## src/rtl/traffic_pkg.sv

```systemverilog
// Shared light codes, controller states and the round-robin helper for the
// intersection phase scheduler.
package traffic_pkg;

  localparam logic [1:0] LT_RED    = 2'b00;
  localparam logic [1:0] LT_YELLOW = 2'b01;
  localparam logic [1:0] LT_GREEN  = 2'b10;

  localparam int MAX_APPR = 8;

  typedef enum logic [1:0] {
    ST_CLEAR,
    ST_GREEN,
    ST_YELLOW,
    ST_WALK
  } state_e;

  typedef struct packed {
    logic       found;
    logic [2:0] idx;
  } rr_t;

  // Searches cur+1, cur+2, ... wrapping round to cur itself. Unused upper bits
  // of req are zero, so wrapping at MAX_APPR behaves like wrapping at N_APPR.
  function automatic rr_t next_rr(input logic [MAX_APPR-1:0] req,
                                  input logic [2:0]          cur);
    rr_t        res;
    logic [2:0] cand;
    res = '0;
    for (int k = MAX_APPR; k >= 1; k--) begin
      cand = cur + 3'(k);
      if (req[cand]) begin
        res.found = 1'b1;
        res.idx   = cand;
      end
    end
    return res;
  endfunction

endpackage

```

## src/rtl/phase_timer.sv

```systemverilog
// Shared phase timer: synchronous clear, enabled up-count that saturates at
// last_i, and an equality flag marking the final cycle of a phase.
module phase_timer #(
  parameter int W = 4
) (
  input  logic         clk,
  input  logic         rst_n,
  input  logic         clr_i,
  input  logic         en_i,
  input  logic [W-1:0] last_i,
  output logic [W-1:0] cnt_o,
  output logic         eq_o
);

  logic [W-1:0] cnt_q;

  // NOTE: sequential state is written only with non-blocking assignments so
  // every flop samples pre-edge values regardless of block ordering.
  always_ff @(posedge clk or negedge rst_n) begin
    if (!rst_n) begin
      cnt_q <= '0;
    end else if (clr_i) begin
      cnt_q <= '0;
    end else if (en_i && (cnt_q != last_i)) begin
      cnt_q <= cnt_q + W'(1);
    end
  end

  assign cnt_o = cnt_q;
  assign eq_o  = (cnt_q == last_i);

endmodule

```

## src/rtl/intersection_phase_scheduler.sv

```systemverilog
// N-approach signal controller with a pedestrian phase: round-robin green
// selection, min/max green, yellow and all-red clearance, all outputs registered.
module intersection_phase_scheduler
  import traffic_pkg::*;
#(
  parameter int N_APPR      = 4,
  parameter int MIN_GREEN   = 4,
  parameter int MAX_GREEN   = 12,
  parameter int YELLOW_TIME = 3,
  parameter int CLEAR_TIME  = 2,
  parameter int WALK_TIME   = 6
) (
  input  logic                      clk,
  input  logic                      reset,
  input  logic [N_APPR-1:0]         req,
  input  logic                      ped_req,
  output logic [2*N_APPR-1:0]       light,
  output logic                      walk,
  output logic [$clog2(N_APPR)-1:0] phase_idx,
  output logic                      ped_pending
);

  localparam int IDX_W   = $clog2(N_APPR);
  localparam int M1      = (MAX_GREEN > WALK_TIME) ? MAX_GREEN : WALK_TIME;
  localparam int M2      = (M1 > YELLOW_TIME) ? M1 : YELLOW_TIME;
  localparam int MAX_DUR = (M2 > CLEAR_TIME) ? M2 : CLEAR_TIME;
  localparam int TW      = (MAX_DUR > 1) ? $clog2(MAX_DUR) : 1;

  state_e              state_q;
  logic [IDX_W-1:0]    phase_q;
  logic [2*N_APPR-1:0] light_q;
  logic                walk_q;
  logic                ped_pending_q;
  logic                served_ped_q;

  logic [TW-1:0]       timer;
  logic [TW-1:0]       timer_last;
  logic                timer_eq;
  logic                conflict;
  logic                leave;
  logic [MAX_APPR-1:0] req_ext;
  rr_t                 rr;
  logic [IDX_W-1:0]    next_idx_d;

  function automatic logic [2*N_APPR-1:0] light_for(input logic [IDX_W-1:0] idx,
                                                    input logic [1:0]       code);
    logic [2*N_APPR-1:0] v;
    v = '0;
    for (int i = 0; i < N_APPR; i++) begin
      if (idx == IDX_W'(i)) v[2*i +: 2] = code;
    end
    return v;
  endfunction

  // NOTE: every always_comb output gets a default first so no path leaves it
  // unassigned and infers a latch.
  always_comb begin
    timer_last = TW'(CLEAR_TIME - 1);
    req_ext    = '0;
    req_ext[N_APPR-1:0] = req;
    unique case (state_q)
      ST_CLEAR:  timer_last = TW'(CLEAR_TIME - 1);
      ST_GREEN:  timer_last = TW'(MAX_GREEN - 1);
      ST_YELLOW: timer_last = TW'(YELLOW_TIME - 1);
      ST_WALK:   timer_last = TW'(WALK_TIME - 1);
    endcase
  end

  assign conflict   = (|(req & ~(N_APPR'(1) << phase_q))) | ped_pending_q;
  assign rr         = next_rr(req_ext, 3'(phase_q));
  assign next_idx_d = rr.found ? rr.idx[IDX_W-1:0] : '0;

  // Green ends on gap-out or max-out, but only after minimum green and only
  // when someone else is waiting; otherwise it rests.
  always_comb begin
    leave = timer_eq;
    if (state_q == ST_GREEN) begin
      leave = (timer >= TW'(MIN_GREEN - 1)) && conflict && (!req[phase_q] || timer_eq);
    end
  end

  phase_timer #(.W(TW)) u_timer (
    .clk   (clk),
    .rst_n (reset),
    .clr_i (leave),
    .en_i  (1'b1),
    .last_i(timer_last),
    .cnt_o (timer),
    .eq_o  (timer_eq)
  );

  always_ff @(posedge clk or negedge reset) begin
    if (!reset) begin
      state_q       <= ST_CLEAR;
      phase_q       <= '0;
      light_q       <= '0;
      walk_q        <= 1'b0;
      ped_pending_q <= 1'b0;
      served_ped_q  <= 1'b0;
    end else begin
      if (ped_req) ped_pending_q <= 1'b1;
      if (leave) begin
        unique case (state_q)
          ST_GREEN: begin
            state_q <= ST_YELLOW;
            light_q <= light_for(phase_q, LT_YELLOW);
          end
          ST_YELLOW, ST_WALK: begin
            state_q <= ST_CLEAR;
            light_q <= '0;
            walk_q  <= 1'b0;
          end
          ST_CLEAR: begin
            // Entering WALK overrides a same-cycle press; a press held into
            // the walk re-latches on the next edge.
            if (ped_pending_q && !served_ped_q) begin
              state_q       <= ST_WALK;
              walk_q        <= 1'b1;
              served_ped_q  <= 1'b1;
              ped_pending_q <= 1'b0;
            end else begin
              state_q      <= ST_GREEN;
              phase_q      <= next_idx_d;
              light_q      <= light_for(next_idx_d, LT_GREEN);
              served_ped_q <= 1'b0;
            end
          end
        endcase
      end
    end
  end

  assign light       = light_q;
  assign walk        = walk_q;
  assign phase_idx   = phase_q;
  assign ped_pending = ped_pending_q;

endmodule

```

## config.mk

```make
export PLATFORM = sky130hd
export DESIGN_NAME = intersection_phase_scheduler
export DESIGN_NICKNAME = d
export VERILOG_FILES = /design/src/rtl/traffic_pkg.sv /design/src/rtl/phase_timer.sv /design/src/rtl/intersection_phase_scheduler.sv
export SDC_FILE = /design/constraint.sdc
export NUM_CORES = 1
export LEC_CHECK = 0
export ABC_CLOCK_PERIOD_IN_PS = 3210
export CAP_MARGIN = 20
export CORE_AREA = 2 2 53 55
export CTS_BUF_LIST = sky130_fd_sc_hd__clkbuf_4
export CTS_CLUSTER_DIAMETER = 50
export DETAILED_ROUTE_END_ITERATION = 8
export DIE_AREA = 0 0 55 57
export PLACE_DENSITY_LB_ADDON = 0.15
export SYNTH_ARGS = -nofsm -noshare
export SYNTH_HDL_FRONTEND = slang
export SYNTH_SLANG_ARGS = --single-unit
```

## constraint.sdc

```tcl
create_clock -name clk -period 3.21 [get_ports clk]
set_input_delay 0.963 -clock clk [delete_from_list [all_inputs] [get_ports clk]]
set_output_delay 0.963 -clock clk [all_outputs]
set_load 0.02 [all_outputs]
```

==> flow_summary.yaml <==
placement:
  dpl.cell_count: 182
  hpwl_mm: 2.03
  place_ws_ns: 0.156
  place.gp.congestion: 0.799
  postPlaceCellArea_um2: 1560
  io_buffer_count: 18
detailed_routing:
  wl_met3_um: 60
  wl_per_cell_um: 14.3
  dr.pass1.iters: 4
  topRoutingLayerUsed: "met4"
  dr_wl_met2_mm: 1.25
  m1WireLength_mm: 1.31
  drcViolationCount: 0
  drtIter0Drc: 17
  antenna_left: 0
  wl_mm: 2.66
  via_per_inst: 5.73
  via_count: 1065
clocking:
  cts_buffers: 3
  post-cts-setup-buffers: 0
  clkSinkCount: 19
  clkLatencyLatePin_ns: 0.30
  cts_max_level: 1
  tritoncts: "done"
  clkTransAtPathRegs_ns: 0.10
  post_cts_resized: 0
  ctsHoldBuffers: 0
  cts_root_buf: "clkbuf_4"
  clock_path_buffers: 2
final_layout:
  multi_input_area_um2: 801
  stdcell_area_um2: 1590
  diodes: 0
  fillCellCount: 236
  seqCellArea_um2: 475
  postLayoutCoreUtil_pct: 60.8
  syn_to_final_growth_pct: 18.8
  fin_cells: 186
  layout.nets: 175
  drive_gt1_share_pct: 9.68
floorplan:
  die_w_um: 55
  core_region_area_um2: 2620
  start_util_pct: 51.2
  placementRows: 19
  chipHeight_um: 57
  die-area_um2: 3140
  pin_count: 19
synthesis:
  yosys-top-cells-count: "dfrtp_1, nor2_1, ha_1, mux2i_1, inv_1"
  yosysSeqAreaShare_pct: 35.5
  yosysTopAreaCellShare_pct: 35.5
  synth_area_leaders: "dfrtp_1, ha_1, mux2i_1"
  synthCells: 133
  synth_ff_type: "dfrtp_1"
  synth_most_common_cell: "dfrtp_1"
  syn_nets: 152
  synth-async-reset-ratio_pct: 100
  syn_avg_cell_area_um2: 10.1
  yosysTopAreaCell: "dfrtp_1"
  yosysWarnings: 0
  netlist_area_um2: 1340
  synth-edff-count: 0
  synth.distinct_cells: 36
  synth_seq_cells: 19
global_route:
  antenna_found_initial: 0
  grt_usage_pct: 19.9
  first_global_vias: 1029
  grt_pass1_wl_mm: 4.55
  grt.overflow.total: 0
  grt_max_degree: 20
setup_path:
  cp.arrival_ns: 3.00
  crit_type: "input port to register"
  critPathLaunchType: "input port"
  setup.worst_path.end_class: "register"
  crit_required_ns: 3.43
  crit_slowest_cell: "clkdlybuf4s50_1"
  timing.rr.start: "phase_idx[1]"
  critPathMaxStageDelay_ns: 0.56
  rr_endpoint: "light[5]"
  reg2regPathDepth: 8
  reg2reg_slack_ns: 0.58
  path_cells: "clkdlybuf4s50_1, mux4_2, nor2b_4, o2111ai_2, a41oi_1, nand4bb_1, o2bb2ai_1"
  path_max_fanout: 8
timing:
  drv_slew: 0
  fmax_mhz: 360
  final-setup-viol-count: 0
  worst_pin_slew_ns: 0.466
  fin_tns_setup_ns: 0
  min_period_over_period_pct: 86.5
  hold_viol: 0
  slew_headroom_pct: 68.9
  min_period_ns: 2.78
  fin_worst_skew_ns: 0.00601
  grt_setup_unrepaired: "no"
  setup_slack_ns: 0.432
power_and_ir_drop:
  p_seq_share_pct: 25.4
  cellInternalPower_w: 0.000958
  swShare_pct: 45.6
  p_leak_nw: 0.720
  clkPwrFrac_pct: 6.8
  switchingPower_w: 0.000805
  cellPowerDensity_nw_per_um2: 1110
  peakVddDrop_uv: 674
  power_frac_comb_pct: 67.9
outcome:
  status: "completed"
worst_hold_path:
  holdPathStages: 1
  hp-class: "register to register"
  min_from: "light[1]"
  whs_endpoint: "light[1]"
flow_run:
  drv_cap: 0
## registers in the layout, indices dropped and copies added (netlist names)
signal and flops:
served_ped_q 1, walk 1, ped_pending 1, phase_idx 2
u_timer.cnt_o 4, state_q 2, light 8
## power groups by stage
stage	combinational [W]	sequential (W)	clock (W)
floorplan	0.000797	0.000519	0
global placement	0.00118	0.000446	0
detailed placement	0.00120	0.000452	0
CTS	0.00120	0.000447	0.000125
global route	0.00133	0.000462	0.000133
finish	0.00120	0.000447	0.000119
## kinds of logic after synthesis
family	Yosys count	share of synthesized area, %
and+or+nand+nor	38	14.3
adders and majority gates	12	11.2
xor gates and xnor gates	7	4.58
buffers and inverters	14	4.67
AOI/OAI and AO/OA	27	16.5
DFF	19	35.5
muxes	16	13.2
## worst max-delay path by stage
stage	start	to	slack (ns)	cells past startpoint
finish	req[3]	light[3]	0.43	7
detailed placement	req[3]	light[1]	0.16	7
floorplan	phase_idx[0]	light[3]	0.75	10
global placement	req[3]	light[3]	0.14	7
global route	req[1]	light[3]	0.35	7
CTS	req[3]	light[1]	0.47	7
## area by class of cell
cell class                 count  share of cell area (%)
sequential                    19                    29.9
clock buffer                   3                    1.42
clock inverter                 1                   0.315
inverter                      10                    2.36
tap                           31                    2.44
multi-input combinational    100                    50.4
timing repair buffer          22                    13.2
## placed cells by master, fill, tap and decap left out, types with 3 or more instances in the layout
cell type        Yosys  routed
buf_4                2       4
nand2b_1             6       6
xor2_1               4       4
inv_1               10      10
mux2i_1             12      12
dfrtp_1             19      19
nand2_1              9       9
ha_1                12      12
nor2_1              13      13
o22a_1               3       3
xnor2_1              3       3
o2bb2ai_1            6       6
o21ai_0              5       5
clkbuf_4             0       3
clkdlybuf4s50_1      0      18
## stage by stage
step                total power, W  hold WS, ns
floorplan                  0.00132        0.479
global placement           0.00162        0.482
detailed placement         0.00165        0.483
CTS                        0.00178        0.509
global route               0.00192        0.522
finish                     0.00176        0.500
## metal layers
metal  vias to the layer above  global-route usage (%)
met5                         -                       0
li1                        520                       -
met3                         4                    2.36
met4                         0                    9.76
met1                       523                    28.6
met2                        18                    29.4
## critical path: cells and delay by family
kind	cells	cell delay, ns
buffers and inverters	1	0.56
multiplexers	1	0.53
AO/OA/AOI/OAI	3	0.53
AND/OR/NAND/NOR	2	0.42
No activity file was read; power rests on OpenSTA's default activity.
